### src/rtl/netwalk_encoder.sv
// Round-robin multi-hot to binary encoder: walks every set bit of an accepted request
// vector and emits its indices one per output handshake, resuming from the last position.
module netwalk_encoder #(
  parameter int ENCODER_OUT_WIDTH = 4,
  parameter int ENCODER_IN_WIDTH  = 1 << ENCODER_OUT_WIDTH
) (
  input  logic                         clk,
  input  logic                         reset,
  input  logic [ENCODER_IN_WIDTH-1:0]  encoder_in,
  input  logic                         in_valid,
  output logic                         in_ready,
  output logic [ENCODER_OUT_WIDTH-1:0] encoder_out,
  output logic                         out_valid,
  input  logic                         out_ready,
  output logic                         encoder_last,
  output logic                         encoder_zero,
  output logic                         dbg_busy,
  output logic [ENCODER_OUT_WIDTH-1:0] dbg_ptr
);

  // Handshakes: a transfer happens on a rising edge where valid and ready are both 1.
  // in_ready comes only from the state register; the output register may be reloaded
  // whenever it is empty or its current value is being consumed (out_ready=1).

  typedef enum logic {
    IDLE = 1'b0,
    BUSY = 1'b1
  } state_t;

  localparam logic [ENCODER_OUT_WIDTH:0]   IN_W_EXT = (ENCODER_OUT_WIDTH+1)'(ENCODER_IN_WIDTH);
  localparam logic [ENCODER_OUT_WIDTH-1:0] LAST_IDX = ENCODER_OUT_WIDTH'(ENCODER_IN_WIDTH - 1);
  localparam logic [ENCODER_IN_WIDTH-1:0]  ONE_HOT0 = ENCODER_IN_WIDTH'(1);

  state_t                         state_q, state_d;
  logic [ENCODER_IN_WIDTH-1:0]    pending_q, pending_d;
  logic [ENCODER_OUT_WIDTH-1:0]   ptr_q, ptr_d;
  logic [ENCODER_OUT_WIDTH-1:0]   out_q, out_d;
  logic                           out_valid_q, out_valid_d;
  logic                           last_q, last_d;
  logic                           zero_q, zero_d;

  logic                           slot_free;
  logic                           found;
  logic [ENCODER_OUT_WIDTH-1:0]   pick;
  logic [ENCODER_OUT_WIDTH:0]     idx_w;
  logic [ENCODER_IN_WIDTH-1:0]    remaining;

  assign slot_free = !out_valid_q || out_ready;

  // First set pending bit at or above ptr, wrapping around the vector.
  always_comb begin
    found = 1'b0;
    pick  = '0;
    idx_w = '0;
    for (int i = 0; i < ENCODER_IN_WIDTH; i++) begin
      idx_w = {1'b0, ptr_q} + (ENCODER_OUT_WIDTH+1)'(i);
      if (idx_w >= IN_W_EXT) begin
        idx_w = idx_w - IN_W_EXT;
      end
      if (!found && pending_q[idx_w[ENCODER_OUT_WIDTH-1:0]]) begin
        found = 1'b1;
        pick  = idx_w[ENCODER_OUT_WIDTH-1:0];
      end
    end
  end

  assign remaining = pending_q & ~(ONE_HOT0 << pick);

  always_comb begin
    state_d     = state_q;
    pending_d   = pending_q;
    ptr_d       = ptr_q;
    out_d       = out_q;
    out_valid_d = out_valid_q;
    last_d      = last_q;
    zero_d      = 1'b0;
    case (state_q)
      IDLE: begin
        if (slot_free) begin
          out_valid_d = 1'b0;
        end
        if (in_valid) begin
          if (|encoder_in) begin
            pending_d = encoder_in;
            state_d   = BUSY;
          end else begin
            zero_d = 1'b1;
          end
        end
      end
      BUSY: begin
        if (slot_free) begin
          if (found) begin
            out_d       = pick;
            out_valid_d = 1'b1;
            last_d      = (remaining == '0);
            pending_d   = remaining;
            ptr_d       = (pick == LAST_IDX) ? '0 : pick + 1'b1;
            if (remaining == '0) begin
              state_d = IDLE;
            end
          end else begin
            // Unreachable in normal operation; recover instead of stalling.
            out_valid_d = 1'b0;
            state_d     = IDLE;
          end
        end
      end
      default: state_d = IDLE;
    endcase
  end

  always_ff @(posedge clk or negedge reset) begin
    if (!reset) begin
      state_q     <= IDLE;
      pending_q   <= '0;
      ptr_q       <= '0;
      out_q       <= '0;
      out_valid_q <= 1'b0;
      last_q      <= 1'b0;
      zero_q      <= 1'b0;
    end else begin
      state_q     <= state_d;
      pending_q   <= pending_d;
      ptr_q       <= ptr_d;
      out_q       <= out_d;
      out_valid_q <= out_valid_d;
      last_q      <= last_d;
      zero_q      <= zero_d;
    end
  end

  assign in_ready     = (state_q == IDLE);
  assign encoder_out  = out_q;
  assign out_valid    = out_valid_q;
  assign encoder_last = last_q;
  assign encoder_zero = zero_q;
  assign dbg_busy     = (state_q == BUSY);
  assign dbg_ptr      = ptr_q;

endmodule

### config.mk
export PLATFORM = sky130hd
export DESIGN_NAME = netwalk_encoder
export DESIGN_NICKNAME = d
export VERILOG_FILES = /design/src/rtl/netwalk_encoder.sv
export SDC_FILE = /design/constraint.sdc
export NUM_CORES = 1
export LEC_CHECK = 0
export CORE_UTILIZATION = 31
export CTS_BUF_LIST = sky130_fd_sc_hd__clkbuf_2
export DETAILED_ROUTE_END_ITERATION = 7
export PLACE_DENSITY = 0.48
export SLEW_MARGIN = 10
export SYNTH_ARGS = -nofsm -noshare
export SYNTH_HDL_FRONTEND = slang
export SYNTH_SLANG_ARGS = --single-unit
### constraint.sdc
create_clock -name clk -period 8.3 [get_ports clk]
set_input_delay 1.66 -clock clk [delete_from_list [all_inputs] [get_ports clk]]
set_output_delay 1.66 -clock clk [all_outputs]
set_load 0.03 [all_outputs]
==> impl_summary.md <==
Die
The total I/O pin count is 33. The core footprint is 0.0139 sq mm. The die covers 0.0148 sq mm. The floorplan step set the die width to 122 um.

The die is 122 um tall. The starting density of the core is 0.318. Row generation in the floorplan step produced 43 rows.

Clocking
Once the clock tree was built, the resizer swapped 0 gates to a different size. The quantity of hold-fixing buffers added after cts is 0. CTS placed an instance of clkbuf_2 at the clock tree root.

TritonCTS created 3 clock buffers. After clock tree synthesis, the clock-pin slew on the worst setup and hold paths is between 0.2 and 0.3 ns. In this run the number of H-tree levels came out at 1. The TritonCTS clock tree is done.

The number of clock sinks is 28. The number of setup buffers added after CTS is 0. The deepest clock path buffer count is 2. The insertion delay to the later sink of the worst-skew pair is 0.37 ns.

Synthesis
In the synthesized netlist the dominant register cell turns out to be dfrtp_1. For this run, asynchronously set or reset flops after synthesis account for 1.00. The flip-flop and latch count after synthesis is 28. The post-synthesis net count is 566. The netlist uses 74 different library cells. Counting flops with a built-in enable in the synthesized netlist gives 0. Each instance of the synthesized netlist takes up on average 8.29 sq um. The Yosys step of the flow raised 0 warnings. Of the synthesized area, sequential elements account for 0.158. The cell count after synthesis came out at between 500 and 600.

After synthesis the cells add up to 0.00443 sq mm.

Routing
After detailed routing, the total wire length is 15800 um. The residual DRC count is 1. The number of antenna-violating nets in the routed design is 0. In the final routed layout, each cell accounts on average for between 20 and 25 um. The first routing iteration left 353 violations. Before antenna repair, the detailed router went through 8 iterations.

For this block, the via count after detailed routing is 4481. In the routed layout, each cell is associated on average with a via count of 6.23.

Global route
The met3 layer usage reported by global route is 0.0243. In the global route stage, met2 resource usage came out at 0.342. For met1 alone, demand over resource in global routing was 0.297. met2 is the most crowded layer. The residual overflow from global routing is 0. Entering global routing, the biggest net connects 52 pins. The first-pass GRT wire length is 24500 um. The number of antenna violations at the first check in global routing is 0. The global-route usage over all layers is 0.217. The number of global-route vias before repair came to 4306.

Place
Input and output buffers added on the ports amount to 32. Routability-driven placement finished with a final weighted congestion of between 0.9 and 1. The wire-length estimate of the detail-placed layout is 11400 um.

Setup path
Among all stages on the critical path, the largest delay is contributed by dfrtp_1. The worst register-to-register path begins at dbg_ptr[2]. STA classifies the critical path endpoint as a flop. In this run the critical register-to-register path is captured at dbg_busy. The signal on the critical path passes through buf_4, inv_1, ha_1, a21boi_0, xnor2_1, mux4_2, nand2_1, nor2b_1, nand3_4, or3_1, o2111ai_1, a22oi_1, inv_1, ha_1, ha_1, o311ai_0, a211oi_2, o2111ai_1, a221o_1. The setup slack of the most critical reg-to-reg path is 2.11 ns. Among the stages of the critical path, the cell type that occurs most often is ha_1. The worst register-to-register path has a depth of 19. For the worst setup path, the data arrival time is 6.49 ns. The setup path with the least slack is of type reg -> reg.

The startpoint of the most critical setup path is dbg_ptr[2]. The category of the worst setup path launch point is a flop. The data required time at the worst endpoint is 8.60 ns. The largest single stage delay on the critical path is 0.81 ns. Along the worst path, the maximum fanout reaches 17.

Final layout
The final antenna diode count is 0. Of the cells placed in the final design, the portion with a size suffix greater than 1 is 0.148. In the final design database the tool counted ~570 nets. Relative to the synthesized area, the layout overhead comes to 10.4%.

Worst hold path
The tightest min-delay check is of the reg -> reg type. For hold timing, the worst endpoint is encoder_out[0]. The launch point of the worst hold path is encoder_out[0]. The worst hold path was traced through 2 stages.

STA
The clock arrives with around 0.0024 ns of skew. The final cycle utilization of the critical path is 0.746. The shortest period the worst path allows is 6.19 ns. The pin slew with the least headroom to its limit is 0.843 ns. Setup violations remaining at the end of the flow were counted as 0. The highest achievable clock rate is 162 MHz. Setup repair after global routing left no endpoint under its margin. The hold violation count in the final report is 0. The worst pin sits at a relative slew slack of 0.436. The setup total negative slack is 0 ns. The count of pins over their slew limit is 0.

Run
The number of max-cap violations is 0.

Run status
The run finished, with violations left. The final reports fail on DRC.
[synthesized netlist by cell type (all sizes together), types with 5 or more instances]
master | instances | area [sq um]
nand3 | 15 | 87.6
xnor2 | 5 | 51.3
a21oi | 39 | 206
a31oi | 5 | 31.3
nand2 | 86 | 323
nor2b | 7 | 43.8
nand4 | 7 | 43.8
nor3 | 11 | 71.3
inv | 19 | 71.3
mux2 | 22 | 259
nand2b | 6 | 37.5
buf | 13 | 68.8
o22a | 5 | 45.0
o22ai | 6 | 37.5
nor4 | 7 | 43.8
a22oi | 6 | 45.0
o21ai | 42 | 210
mux4 | 32 | 721
nor2 | 28 | 105
dfrtp | 28 | 701
clkbuf | 26 | 97.6
nand3b | 5 | 37.5
ha | 12 | 150
mux2i | 33 | 330
[cells by family after synthesis]
kind of cell               count (synthesis)  share of synthesized area
AOI/OAI and AO/OA                        148                      0.220
xor gates and xnor gates                   9                     0.0195
adders and majority gates                 12                     0.0339
buffers and inverters                     59                     0.0545
DFF                                       28                      0.158
muxes                                     87                      0.296
and+or+nand+nor                          191                      0.218
[worst max-delay path, delay by kind of cell, from the launching register on]
family	cells	cell delay, ns
xor gates and xnor gates	1	0.71
AOI/OAI and AO/OA	7	1.49
adders and majority gates	3	0.80
buffers and inverters	3	0.74
DFF	1	0.81
muxes	1	0.46
and+or+nand+nor	4	1.12
[per-stage QoR]
| stage | utilization | hold WS (ns) | instances | instance area (sq um) | setup slack, ns |
|---|---|---|---|---|---|
| 6_report | 0.351 | 0.528 | 719 | 4890 | 2.11 |
| 5_1_grt | 0.351 | 0.563 | 719 | 4890 | 1.66 |
| 4_1_cts | 0.351 | 0.538 | 719 | 4890 | 2.16 |
| 3_5_place_dp | 0.350 | 0.482 | 715 | 4870 | 2.23 |
| 3_3_place_gp | 0.350 | 0.480 | 715 | 4870 | 2.47 |
| 2_1_floorplan | - | 0.589 | 534 | 4430 | 2.26 |
[metal layers]
layer  vias up  share of wire
met5         -              0
met1      2132           0.42
met3        52          0.082
met4         0          0.047
li1       2039              -
met2       258           0.45
[cells in the final DEF (no fill, tap or decap), types with 12 or more instances in the layout]
master,synthesis,final
a21oi_1,38,38
clkdlybuf4s50_1,0,32
dfrtp_1,28,26
ha_1,12,12
inv_1,17,17
mux2_2,18,18
mux2i_1,33,33
mux4_2,32,32
nand2_1,86,86
nand3_1,14,14
nor2_1,28,28
o21ai_0,39,39
[worst max-delay path by stage]
stage | to | slack (ns) | cells after the start
after CTS | dbg_busy | 2.16 | 19
after detailed placement | dbg_busy | 2.23 | 19
after global placement | dbg_busy | 2.47 | 19
after floorplan | dbg_busy | 2.26 | 22
final | dbg_busy | 2.11 | 19
after global routing | dbg_busy | 1.66 | 19
[flip-flops by register name, summed over array words and instances (netlist names)]
register and count:
pending_q 16, dbg_ptr 4, encoder_out 4, dbg_busy 1, encoder_last 1, encoder_zero 1, out_valid 1
[area by class of cell]
type | count | area, sq um
clock inverters | 1 | 3.75
fillers | 1467 | 9040
clock buffers | 3 | 15.0
repair buffers | 40 | 380
well taps | 180 | 225
inverters | 20 | 75.1
flip-flops and latches | 28 | 703
multi-input cells | 447 | 3490
Power is not shown: default switching activity piles up to over one toggle a cycle in this logic, so the estimate is an artifact.
